[config.mk]
export PLATFORM = sky130hd
export DESIGN_NAME = rf_write_arbiter
export DESIGN_NICKNAME = d
export VERILOG_FILES = /design/src/rtl/rf_write_arbiter.sv
export SDC_FILE = /design/constraint.sdc
export NUM_CORES = 1
export LEC_CHECK = 0
export ABC_CLOCK_PERIOD_IN_PS = 7950
export CORE_ASPECT_RATIO = 1.5
export CORE_UTILIZATION = 40
export CTS_CLUSTER_DIAMETER = 150
export CTS_CLUSTER_SIZE = 28
export DETAILED_ROUTE_END_ITERATION = 8
export SYNTH_ARGS = -nofsm -noshare
export SYNTH_HDL_FRONTEND = slang
export SYNTH_SLANG_ARGS = --single-unit
[constraint.sdc]
create_clock -name clk -period 7.95 [get_ports clk]
set_input_delay 1.59 -clock clk [delete_from_list [all_inputs] [get_ports clk]]
set_output_delay 1.59 -clock clk [all_outputs]
set_load 0.03 [all_outputs]
[src/rtl/rf_write_arbiter.sv]
// Register-file write-port arbiter: two writeback sources (A = ALU, B = load unit) each feed a
// DEPTH-entry FIFO; one FIFO head per cycle is granted onto the registered write port.
// busy_mask flags registers with a write still queued or on the port.
// Optional build macro RFARB_FIXED_PRIO_EN: source A always wins ties (no round-robin state).
module rf_write_arbiter #(
  parameter int unsigned N     = 32,
  parameter int unsigned Bits  = 32,
  parameter int unsigned DEPTH = 2
) (
  input  logic                 clk,
  input  logic                 rst,
  input  logic                 a_valid,
  output logic                 a_ready,
  input  logic [$clog2(N)-1:0] a_ptr,
  input  logic [Bits-1:0]      a_data,
  input  logic                 b_valid,
  output logic                 b_ready,
  input  logic [$clog2(N)-1:0] b_ptr,
  input  logic [Bits-1:0]      b_data,
  output logic                 wr_en,
  output logic [$clog2(N)-1:0] ptr_wr,
  output logic [Bits-1:0]      data_wr,
  output logic [N-1:0]         busy_mask
);

  localparam int unsigned PW = $clog2(N);
  localparam int unsigned CW = $clog2(DEPTH + 1);

  // Index 0 is source A, index 1 is source B. Entry 0 of each FIFO is its head.
  logic [PW-1:0]   ptr_q  [2][DEPTH];
  logic [PW-1:0]   ptr_d  [2][DEPTH];
  logic [Bits-1:0] data_q [2][DEPTH];
  logic [Bits-1:0] data_d [2][DEPTH];
  logic [CW-1:0]   cnt_q  [2];
  logic [CW-1:0]   cnt_d  [2];

  logic [PW-1:0]   in_ptr  [2];
  logic [Bits-1:0] in_data [2];
  logic [1:0]      in_valid, ready, push, head_vld, grant;

  logic [PW-1:0]   head_ptr;
  logic [Bits-1:0] head_data;
  logic            wr_en_q;
  logic [PW-1:0]   ptr_wr_q;
  logic [Bits-1:0] data_wr_q;

  assign in_valid   = {b_valid, a_valid};
  assign in_ptr[0]  = a_ptr;
  assign in_ptr[1]  = b_ptr;
  assign in_data[0] = a_data;
  assign in_data[1] = b_data;

  // Ready uses the pre-pop count, so a full FIFO never accepts even while being popped.
  always_comb begin
    for (int s = 0; s < 2; s++) begin
      ready[s]    = !rst && (cnt_q[s] < CW'(DEPTH));
      head_vld[s] = (cnt_q[s] != '0);
    end
  end

  assign push    = in_valid & ready;
  assign a_ready = ready[0];
  assign b_ready = ready[1];

`ifdef RFARB_FIXED_PRIO_EN
  // Fixed priority: B drains only when FIFO A is empty.
  always_comb begin
    grant[0] = head_vld[0];
    grant[1] = head_vld[1] && !head_vld[0];
  end
`else
  logic last_b_q, last_b_d;  // 1: B held the most recent grant

  // Round-robin: on a tie the source that did not win last time is granted.
  always_comb begin
    grant[0] = head_vld[0] && (!head_vld[1] || last_b_q);
    grant[1] = head_vld[1] && !grant[0];
    last_b_d = last_b_q;
    if (grant[0]) begin
      last_b_d = 1'b0;
    end else if (grant[1]) begin
      last_b_d = 1'b1;
    end
  end

  // Last-grant register; resets to B so A wins the first tie.
  always_ff @(posedge clk) begin
    if (rst) begin
      last_b_q <= 1'b1;
    end else begin
      last_b_q <= last_b_d;
    end
  end
`endif

  // FIFO next state: pop shifts toward the head, push lands just past the surviving entries.
  always_comb begin
    for (int s = 0; s < 2; s++) begin
      ptr_d[s]  = ptr_q[s];
      data_d[s] = data_q[s];
      cnt_d[s]  = cnt_q[s];
      if (grant[s]) begin
        for (int i = 0; i + 1 < int'(DEPTH); i++) begin
          ptr_d[s][i]  = ptr_q[s][i+1];
          data_d[s][i] = data_q[s][i+1];
        end
      end
      for (int i = 0; i < int'(DEPTH); i++) begin
        if (push[s] && (i == int'(cnt_q[s]) - (grant[s] ? 1 : 0))) begin
          ptr_d[s][i]  = in_ptr[s];
          data_d[s][i] = in_data[s];
        end
      end
      case ({push[s], grant[s]})
        2'b10:   cnt_d[s] = cnt_q[s] + CW'(1);
        2'b01:   cnt_d[s] = cnt_q[s] - CW'(1);
        default: cnt_d[s] = cnt_q[s];
      endcase
    end
  end

  // FIFO occupancy; reset discards everything queued.
  always_ff @(posedge clk) begin
    if (rst) begin
      cnt_q[0] <= '0;
      cnt_q[1] <= '0;
    end else begin
      cnt_q <= cnt_d;
    end
  end

  // FIFO storage; contents beyond the count are don't-care, so no reset is needed.
  always_ff @(posedge clk) begin
    ptr_q  <= ptr_d;
    data_q <= data_d;
  end

  // Select the granted head for the output stage.
  always_comb begin
    head_ptr  = grant[1] ? ptr_q[1][0]  : ptr_q[0][0];
    head_data = grant[1] ? data_q[1][0] : data_q[0][0];
  end

  // Registered write port; x0 entries use the slot but never assert wr_en.
  always_ff @(posedge clk) begin
    if (rst) begin
      wr_en_q   <= 1'b0;
      ptr_wr_q  <= '0;
      data_wr_q <= '0;
    end else if (|grant) begin
      wr_en_q   <= (head_ptr != '0);
      ptr_wr_q  <= head_ptr;
      data_wr_q <= head_data;
    end else begin
      wr_en_q <= 1'b0;
    end
  end

  assign wr_en   = wr_en_q;
  assign ptr_wr  = ptr_wr_q;
  assign data_wr = data_wr_q;

  // Busy mask: decode of every valid queued pointer plus the live write on the port.
  always_comb begin
    busy_mask = '0;
    for (int s = 0; s < 2; s++) begin
      for (int i = 0; i < int'(DEPTH); i++) begin
        if (i < int'(cnt_q[s])) begin
          busy_mask[ptr_q[s][i]] = 1'b1;
        end
      end
    end
    if (wr_en_q) begin
      busy_mask[ptr_wr_q] = 1'b1;
    end
    busy_mask[0] = 1'b0;
  end

endmodule

==> results.toml <==
[die]
die_w_um = 124
initial_core_util_pct = 41.1
dieArea_um2 = 23100
io_pins = 150
die_y_um = 186
row_count = 66
coreArea_um2 = 21900

[place]
hpwl_um = 18800
dp_cells = 1055
io_buffers = 148
gp_congestion = 0.963
dpl-instance-area_um2 = 10600

[timing]
slew_viol_final = 0
rsz0062_at_grt = "no"
setup_viol = 0
fin_skew_ps = 11.8
slew_headroom_pct = 25.7
max_freq_mhz = 202
max_slew.worst_pin.slew_ps = 1100
hold_violations = 0
finalCriticalPeriod_ps = 4960
finalCritPeriodShare_pct = 62.4
fin_tns_setup_ps = 0

[routing]
num_vias = 6283
drc = 0
avgViaCountPerCell = 5.78
drt_iter0_markers = 347
dr.pass1.iters = 5
ant_nets = 0
routed_wl_um = 26000
wl_per_cell_um = 23.9

[synth]
synth-edff-count = 148
yosysTopAreaCellShare_pct = 49.4
ys.flop_type = "edfxtp_1"
syn_nets = 765
ys_top_cells_by_area = "edfxtp_1 49%, dfxtp_1 9.6%, mux2_2 6.9%, mux2i_1 4.1%, a211oi_1 3.3%"
ys_ff_latch = 191
synth_area_um2 = 9000
synth_top_area_cell = "edfxtp_1"
synth_cell_type_count = 44
yosysWarningCount = 0
ys_seq_area_share_pct = 59.0
avgSynthCellArea_um2 = 13.3
netlist_instances = 677
async_flop_share_pct = 0

[global_routing]
antenna_found_initial = 1
overflow = 0
grt_use_total_pct = 22.8
grt_max_degree = 76
grt_pass1_vias = 6618
grt_pass1_wl_um = 39000

[power]
cellPowerDensity_nw_per_um2 = 372
irDropWorstVdd_mv = 0.172
power_mw = 4.15
p_leak_nw = 3.91

[clock_tree]
clk_path_buf_depth = 2
clk_pin_slew_worst_paths_ps = 70
cts_buffers = 17
cts_setup_buffers = 0
cts_hold_buf = 0
cts_sinks = 191
htree_levels = 4
cts_resized = 0
clock_latency_ps = 430
cts-root-buf = "clkbuf_16"
tritoncts = "built"

[job]
drv_cap = 0

[worst_hold_path]
holdCritPathClass = "reg -> reg"
hp-start = "data_q[29]"
hold_path_end = "data_q[61]"
hold_depth = 1

[final_layout]
stdcell_area_um2 = 11200
instances_no_fill = 1087
diodes = 0
drive_gt1_share_pct = 15.8
nFillCells = 1898
nets = 890
area_growth_pct = 23.9
fin_util_pct = 51.0

[worst_setup_path]
arrival_ps = 3370
r2r_cells = 7
critical_path_class = "reg -> out"
critPathCaptureType = "output pin"
cp_data_required_time_ps = 6360
critPathLaunch = "cnt_q[3]"
start_kind = "register"
rr_startpoint = "cnt_q[1]"
r2r_setup_slack_ps = 3740
cp_max_fo = 10
reg2reg_to = "data_q[40]"

[outcome]
status = "complete, no violations"
[state kept, by name, indices dropped and copies added, names as in the netlist]
name	flops
data_wr	32
wr_en	1
ptr_q	20
last_b_q	1
data_q	128
ptr_wr	5
cnt_q	4
[worst max-delay path, cell delays in order, from the launching register on]
cell	delay (ps)
dfxtp_1	500
inv_1	160
ha_1	300
nor4b_1	920
a22oi_1	230
nand3_1	150
clkdlybuf4s50_1	670
[cells in the final DEF (no fill, tap or decap), drive strengths merged, types with 10 or more instances in the layout]
cell             n
mux2            74
nand2           19
nor3b           20
o22ai           32
a211oi          39
nand3b          19
clkbuf          18
dfxtp           43
clkdlybuf4s50  147
nor2            61
mux2i           37
ha              10
or3             18
a22oi           30
nand3           22
edfxtp         148
[final cells by class]
class	instances	area (µm²)	share of cell area, %
Sequential cell	191	5310	47.6
Multi-Input combinational cell	432	3410	30.6
Timing Repair Buffer	155	1530	13.7
Clock buffer	18	429	3.85
Tap cell	272	340	3.05
Clock inverter	14	115	1.03
Inverter	5	18.8	0.168
[metrics by stage]
stage	worst slack [ps]	hold WS, ps
2_1_floorplan	1430	468
3_3_place_gp	3430	528
3_5_place_dp	3420	533
4_1_cts	3000	551
5_1_grt	2890	562
6_report	2990	547
[cells by family after synthesis]
family          count (synthesis)  synth area share [%]
compound gates                106                  8.34
xor+xnor                        4                 0.389
buf+inv                        54                  3.42
flops                         191                  59.0
fa+ha+maj                      10                  1.39
mux                           111                  14.2
simple gates                  200                  13.3
other cells                     1                0.0417
[worst max-delay path by stage]
stage	slack, ps	depth (start not counted)	to
3_3_place_gp	3430	4	a_ready
6_report	2990	6	busy_mask[4]
2_1_floorplan	1430	4	data_q[64]
3_5_place_dp	3420	4	a_ready
5_1_grt	2890	6	busy_mask[16]
4_1_cts	3000	6	busy_mask[16]
[per-layer routing]
metal	track usage [%]	part of all wire, %
met5	0	0
met1	23.8	37
met4	10.8	3.7
met3	4.00	3.5
met2	43.8	56
[where the power goes]
| group | leakage (nW) | total (mW) | internal (mW) | switching [mW] |
|---|---|---|---|---|
| sequential | 1.74 | 1.77 | 1.51 | 0.253 |
| combinational | 1.91 | 1.59 | 0.641 | 0.949 |
| clock | 0.263 | 0.797 | 0.430 | 0.367 |
| total | 3.91 | 4.15 | 2.58 | 1.57 |
[Yosys cell counts (19+ instances only)]
cell type / n
edfxtp_1: 148
nor2_1: 59
mux2_2: 55
dfxtp_1: 43
a211oi_1: 39
mux2i_1: 37
o22ai_1: 32
a22oi_1: 30
buf_2: 22
nand3_1: 21
nor3b_1: 20
mux2_4: 19
nand2_1: 19
nand3b_1: 19
No activity file was read; power rests on OpenSTA's default activity.
==> RTL edit 1, RTL diff (config.mk and constraints unchanged) <==
Change the parameter `DEPTH` from 2 to 4.
--- a/src/rtl/rf_write_arbiter.sv
+++ b/src/rtl/rf_write_arbiter.sv
@@ -7,3 +7,3 @@
   parameter int unsigned Bits  = 32,
-  parameter int unsigned DEPTH = 2
+  parameter int unsigned DEPTH = 4
 ) (
Function: changed (a bounded check fails within 4 cycles, from zero or initial values and one cycle with rst high).
==> RTL edit 1 against the original RTL <==
  * Area after synthesis rose by 83%
  * Wire length rose by 94%
  * Combinational power rose by 110%
  * Fmax fell by 10%
  * Sequential power rose by 110%
  * Setup slack got worse by 0.55 ns
  * Critical path depth rose by 1
  * Total power rose by 95%
  * Die area rose by 82%
  * Sequential cell count rose by 150
  * Cell area rose by 69%
  * Largest power group unchanged
  * Highest routed layer unchanged
==> RTL edit 1: results (changes against the original RTL) <==
Unique masters post-synth 56 (was 44); RR Endpoint data_q[247]$_DFFE_PP_ (was data_q[40]$_DFFE_PP_); VDD IR max 0.274 mV (was 0.172 mV); sequential share of the synthesized area 0.594 (was 0.590); Num CTS Buffers 16 (was 17); Worst slew margin 0.134 (was 0.257); Longest Clk Path Bufs 3 (was 2); Commonest cells post-synth 296 x edfxtp_1, 174 x mux2_2, 73 x nand2_1 (was 148 x edfxtp_1, 59 x nor2_1, 55 x mux2_2); Worst setup startpoint cnt_q[1]$_SDFFE_PP0P_ (was cnt_q[3]$_SDFFE_PP0P_); H-tree depth 1 (was 4); postcts setup bufs 0 (unchanged); net count reported at finish 1430 (was 890); Total GRT Usage 0.241 (was 0.228); largest cells by area after synthesis edfxtp_1 54%, mux2_2 12%, dfxtp_1 5.5%, mux2_4 3.5%, mux2i_1 2.4% (was edfxtp_1 49%, dfxtp_1 9.6%, mux2_2 6.9%, mux2i_1 4.1%, a211oi_1 3.3%); Setup WS post-layout 2.44 ns (was 2.99 ns); share of cells above drive strength 1 0.206 (was 0.158); drt first pass iters 7 (was 5); Post-CTS Resized 0 (unchanged); syn nets 1319 (was 765); GP Congestion 0.972 (was 0.963); clock-pin slew on the worst setup and hold paths 0.11 ns (was 0.07 ns); Syn. warnings 0 (unchanged); via count 10900 (was 6283); CP arrival 3.92 ns (was 3.37 ns); clk_lat worst skew 0.52 ns (was 0.43 ns); Setup crit end busy_mask[27] (was busy_mask[4]); clk root buf clkbuf_16 (unchanged); worst-path maximum fanout 10 (unchanged); initial antenna violation count 0 (was 1); number of I/O port buffers 148 (unchanged); reg2reg start cnt_q[0]$_SDFFE_PP0P_ (was cnt_q[1]$_SDFFE_PP0P_); Place WS 2.53 ns (was 3.42 ns); largest net degree at the start of global routing 45 (was 76); Hold Path Class flip-flop to flip-flop (unchanged); Worst Skew 0.0324 ns (was 0.0118 ns); hold path startpoint data_wr[16]$_SDFFE_PP0N_ (was data_q[29]$_DFFE_PP_); n_diodes 0 (unchanged); number of global-route vias before repair 10900 (was 6618); initial DRC count 904 (was 347); hpwl dp 37300 um (was 18800 um); final WL 50200 um (was 26000 um); first-pass GRT wire length 73700 um (was 39000 um); Biggest register data_q (unchanged); post-synthesis async set-or-reset flop share 0 (unchanged); Leak 0.00629 uW (was 0.00391 uW); max reg flops 256 (was 128); status completed (unchanged); R2R depth 11 (was 7); EDFF count, synth 296 (was 148); flop2flop setup slack 3.21 ns (was 3.74 ns)
-- RTL edit 1: final cells by class --
| class | count | area [um^2] |
|---|---|---|
| Clock buffer | 27 | 463 |
| Clock inverter | 1 | 30.0 |
| Fill cell | 3656 | 21500 |
| Inverter | 12 | 45.0 |
| Multi-Input combinational cell | 799 | 6280 |
| Sequential cell | 341 | 9790 |
| Tap cell | 506 | 633 |
| Timing Repair Buffer | 169 | 1640 |
-- RTL edit 1: kinds of logic after synthesis --
family	count (synthesis)	share of synthesized area
xor gates and xnor gates	4	0.00213
DFF	341	0.594
other	1	0.000228
buffers and inverters	88	0.0264
AOI/OAI and AO/OA	157	0.0641
and+or+nand+nor	363	0.119
adders and majority gates	13	0.00988
muxes	261	0.184
-- RTL edit 1: layer usage --
metal,vias up,part of all wire,global-route usage,routed length (um)
li1,4976,-,-,-
met1,5383,0.37,0.266,18500
met2,384,0.54,0.455,27300
met3,111,0.035,0.0205,1770
met4,0,0.052,0.123,2630
met5,-,0,0,0
-- RTL edit 1: worst min-delay path by stage --
stage / slack [ns] / depth (start not counted) / endpoint
after floorplan: 0.49 / 2 / data_wr[0]$_SDFFE_PP0N_
after global placement: 0.45 / 2 / data_wr[5]$_SDFFE_PP0N_
after detailed placement: 0.45 / 2 / data_wr[19]$_SDFFE_PP0N_
after CTS: 0.48 / 2 / data_wr[19]$_SDFFE_PP0N_
after global routing: 0.50 / 2 / data_wr[16]$_SDFFE_PP0N_
final: 0.48 / 2 / data_wr[16]$_SDFFE_PP0N_
-- RTL edit 1: critical path, stage by stage (launching register included) --
cell             delay (ns)
dfxtp_1                0.48
inv_1                  0.20
ha_1                   0.23
o21bai_1               0.17
nand2_1                0.36
nand3_1                0.35
o311ai_0               0.81
clkdlybuf4s50_1        0.81
-- RTL edit 1: per-stage QoR --
stage          std cells   util  cell area [um^2]
3_3_place_gp        1827  0.455             18400
5_1_grt             1855  0.467             18900
3_5_place_dp        1827  0.455             18400
2_1_floorplan       1228      -             16500
4_1_cts             1855  0.467             18900
6_report            1855  0.467             18900
-- RTL edit 1: report_power, final --
group          total (uW)  switching [uW]  internal, uW
clock                 964             551           413
combinational        3400            2090          1310
sequential           3740             590          3150
total                8100            3230          4880
==> RTL edit 2, RTL diff (same settings) <==
Made on the original files. Make the reset (`rst`) asynchronous in 3 clocked blocks.
--- a/src/rtl/rf_write_arbiter.sv
+++ b/src/rtl/rf_write_arbiter.sv
@@ -86,3 +86,3 @@
   // Last-grant register; resets to B so A wins the first tie.
-  always_ff @(posedge clk) begin
+  always_ff @(posedge clk or posedge rst) begin
     if (rst) begin
@@ -122,3 +122,3 @@
   // FIFO occupancy; reset discards everything queued.
-  always_ff @(posedge clk) begin
+  always_ff @(posedge clk or posedge rst) begin
     if (rst) begin
@@ -144,3 +144,3 @@
   // Registered write port; x0 entries use the slot but never assert wr_en.
-  always_ff @(posedge clk) begin
+  always_ff @(posedge clk or posedge rst) begin
     if (rst) begin
Function: differs if rst is asserted again (counterexample within 4 cycles, from zero or initial values and one cycle with rst high); with rst held inactive, the same outputs for 4 cycles.
==> RTL edit 2 against the original RTL <==
  * Total power rose by 18%
  * Setup slack better by 0.036 ns
  * Wire length fell by 2.4%
  * Non-clock buffer count decreased by 1
  * Combinational power grew 36%
  * Sequential cell count did not move
  * Cell area rose by 1.3%
  * Area after synthesis up 0.35%
  * Critical path type unchanged
  * Critical endpoint is now busy_mask[29]
  * Largest cell class unchanged
  * Largest power group is now combinational logic
==> RTL edit 2: results (changes against the original RTL) <==
Worst Skew 0.00860 ns (was 0.0118 ns); maximum clock frequency 203 MHz (was 202 MHz); GR Layer Usage met1 0.239 (was 0.238); VDD IR max 0.191 mV (was 0.172 mV); reg2reg start cnt_q[1]$_DFFE_PP0P_ (was cnt_q[1]$_SDFFE_PP0P_); drt first pass iters 7 (was 5); first-pass GRT wire length 38000 um (was 39000 um); combinational power share 0.441 (was 0.383); worst hold margin 0.457 ns (was 0.547 ns); Leak 0.00399 uW (was 0.00391 uW); DR WL met3 1150 um (was 898 um); initial DRC count 550 (was 347); Place WS 3.17 ns (was 3.42 ns); number of global-route vias before repair 6408 (was 6618); vias per inst 5.63 (was 5.78); WHS Endpoint data_wr[30]$_DFFE_PP0P_ (was data_q[61]$_DFFE_PP_); worst-path maximum fanout 36 (was 10); RR Endpoint data_q[56]$_DFFE_PP_ (was data_q[40]$_DFFE_PP_); Hold Path Depth 2 (was 1); placed instance area 10700 um^2 (was 10600 um^2); CP arrival 3.34 ns (was 3.37 ns); GR Util met2 0.407 (was 0.438); Routed met2 length 13600 um (was 14500 um); Comb group 2160 uW (was 1590 uW); part of the power in registers 0.383 (was 0.425); hpwl dp 18500 um (was 18800 um); status completed (unchanged); R2R depth 8 (was 7); Largest stage delay, worst path 0.60 ns (was 0.92 ns); switching part of the total 0.403 (was 0.378); Placed Cells incl. Taps 1071 (was 1055); hold path startpoint data_q[126]$_DFFE_PP_ (was data_q[29]$_DFFE_PP_); Commonest cells post-synth 148 x edfxtp_1, 63 x nand2_1, 47 x mux2_2 (was 148 x edfxtp_1, 59 x nor2_1, 55 x mux2_2); met3 track demand over resource 0.0368 (was 0.0400); largest net degree at the start of global routing 68 (was 76); sequential share of the synthesized area 0.611 (was 0.590); Worst Tran Pin Value 1.02 ns (was 1.10 ns); GP Congestion 0.913 (was 0.963); largest cells by area after synthesis edfxtp_1 49%, dfrtp_1 12%, mux2_2 5.9%, mux2_4 4.3%, mux2i_1 3.9% (was edfxtp_1 49%, dfxtp_1 9.6%, mux2_2 6.9%, mux2i_1 4.1%, a211oi_1 3.3%); CP top delay family buffers and inverters (was simple AND/OR/NAND/NOR gates)
[RTL edit 2: changes by cell type after synthesis, moves of 8 or more]
cell / unedited run / this run
a211oi_1: 39 / 1
buf_2: 22 / 13
dfrtp_1: 0 / 42
dfxtp_1: 43 / 0
mux2_2: 55 / 47
nand2_1: 19 / 63
nor2_1: 59 / 36
o21ai_0: 1 / 36
o221ai_1: 0 / 8
[RTL edit 2: kinds of logic after synthesis]
logic type / count (synthesis) / share of synthesized area
buffers and inverters: 49 / 0.0280
xor gates and xnor gates: 4 / 0.00388
AOI/OAI and AO/OA: 108 / 0.0790
and+or+nand+nor: 211 / 0.123
other: 1 / 0.000415
adders and majority gates: 10 / 0.0139
muxes: 108 / 0.141
DFF: 191 / 0.611
[RTL edit 2: area by class of cell]
type / count / area (um^2)
clock buffers: 19 / 433
diodes: 1 / 2.50
fillers: 1936 / 10900
repair buffers: 154 / 1530
flip-flops and latches: 191 / 5520
well taps: 276 / 345
multi-input cells: 442 / 3280
inverters: 8 / 30.0
clock inverters: 13 / 164
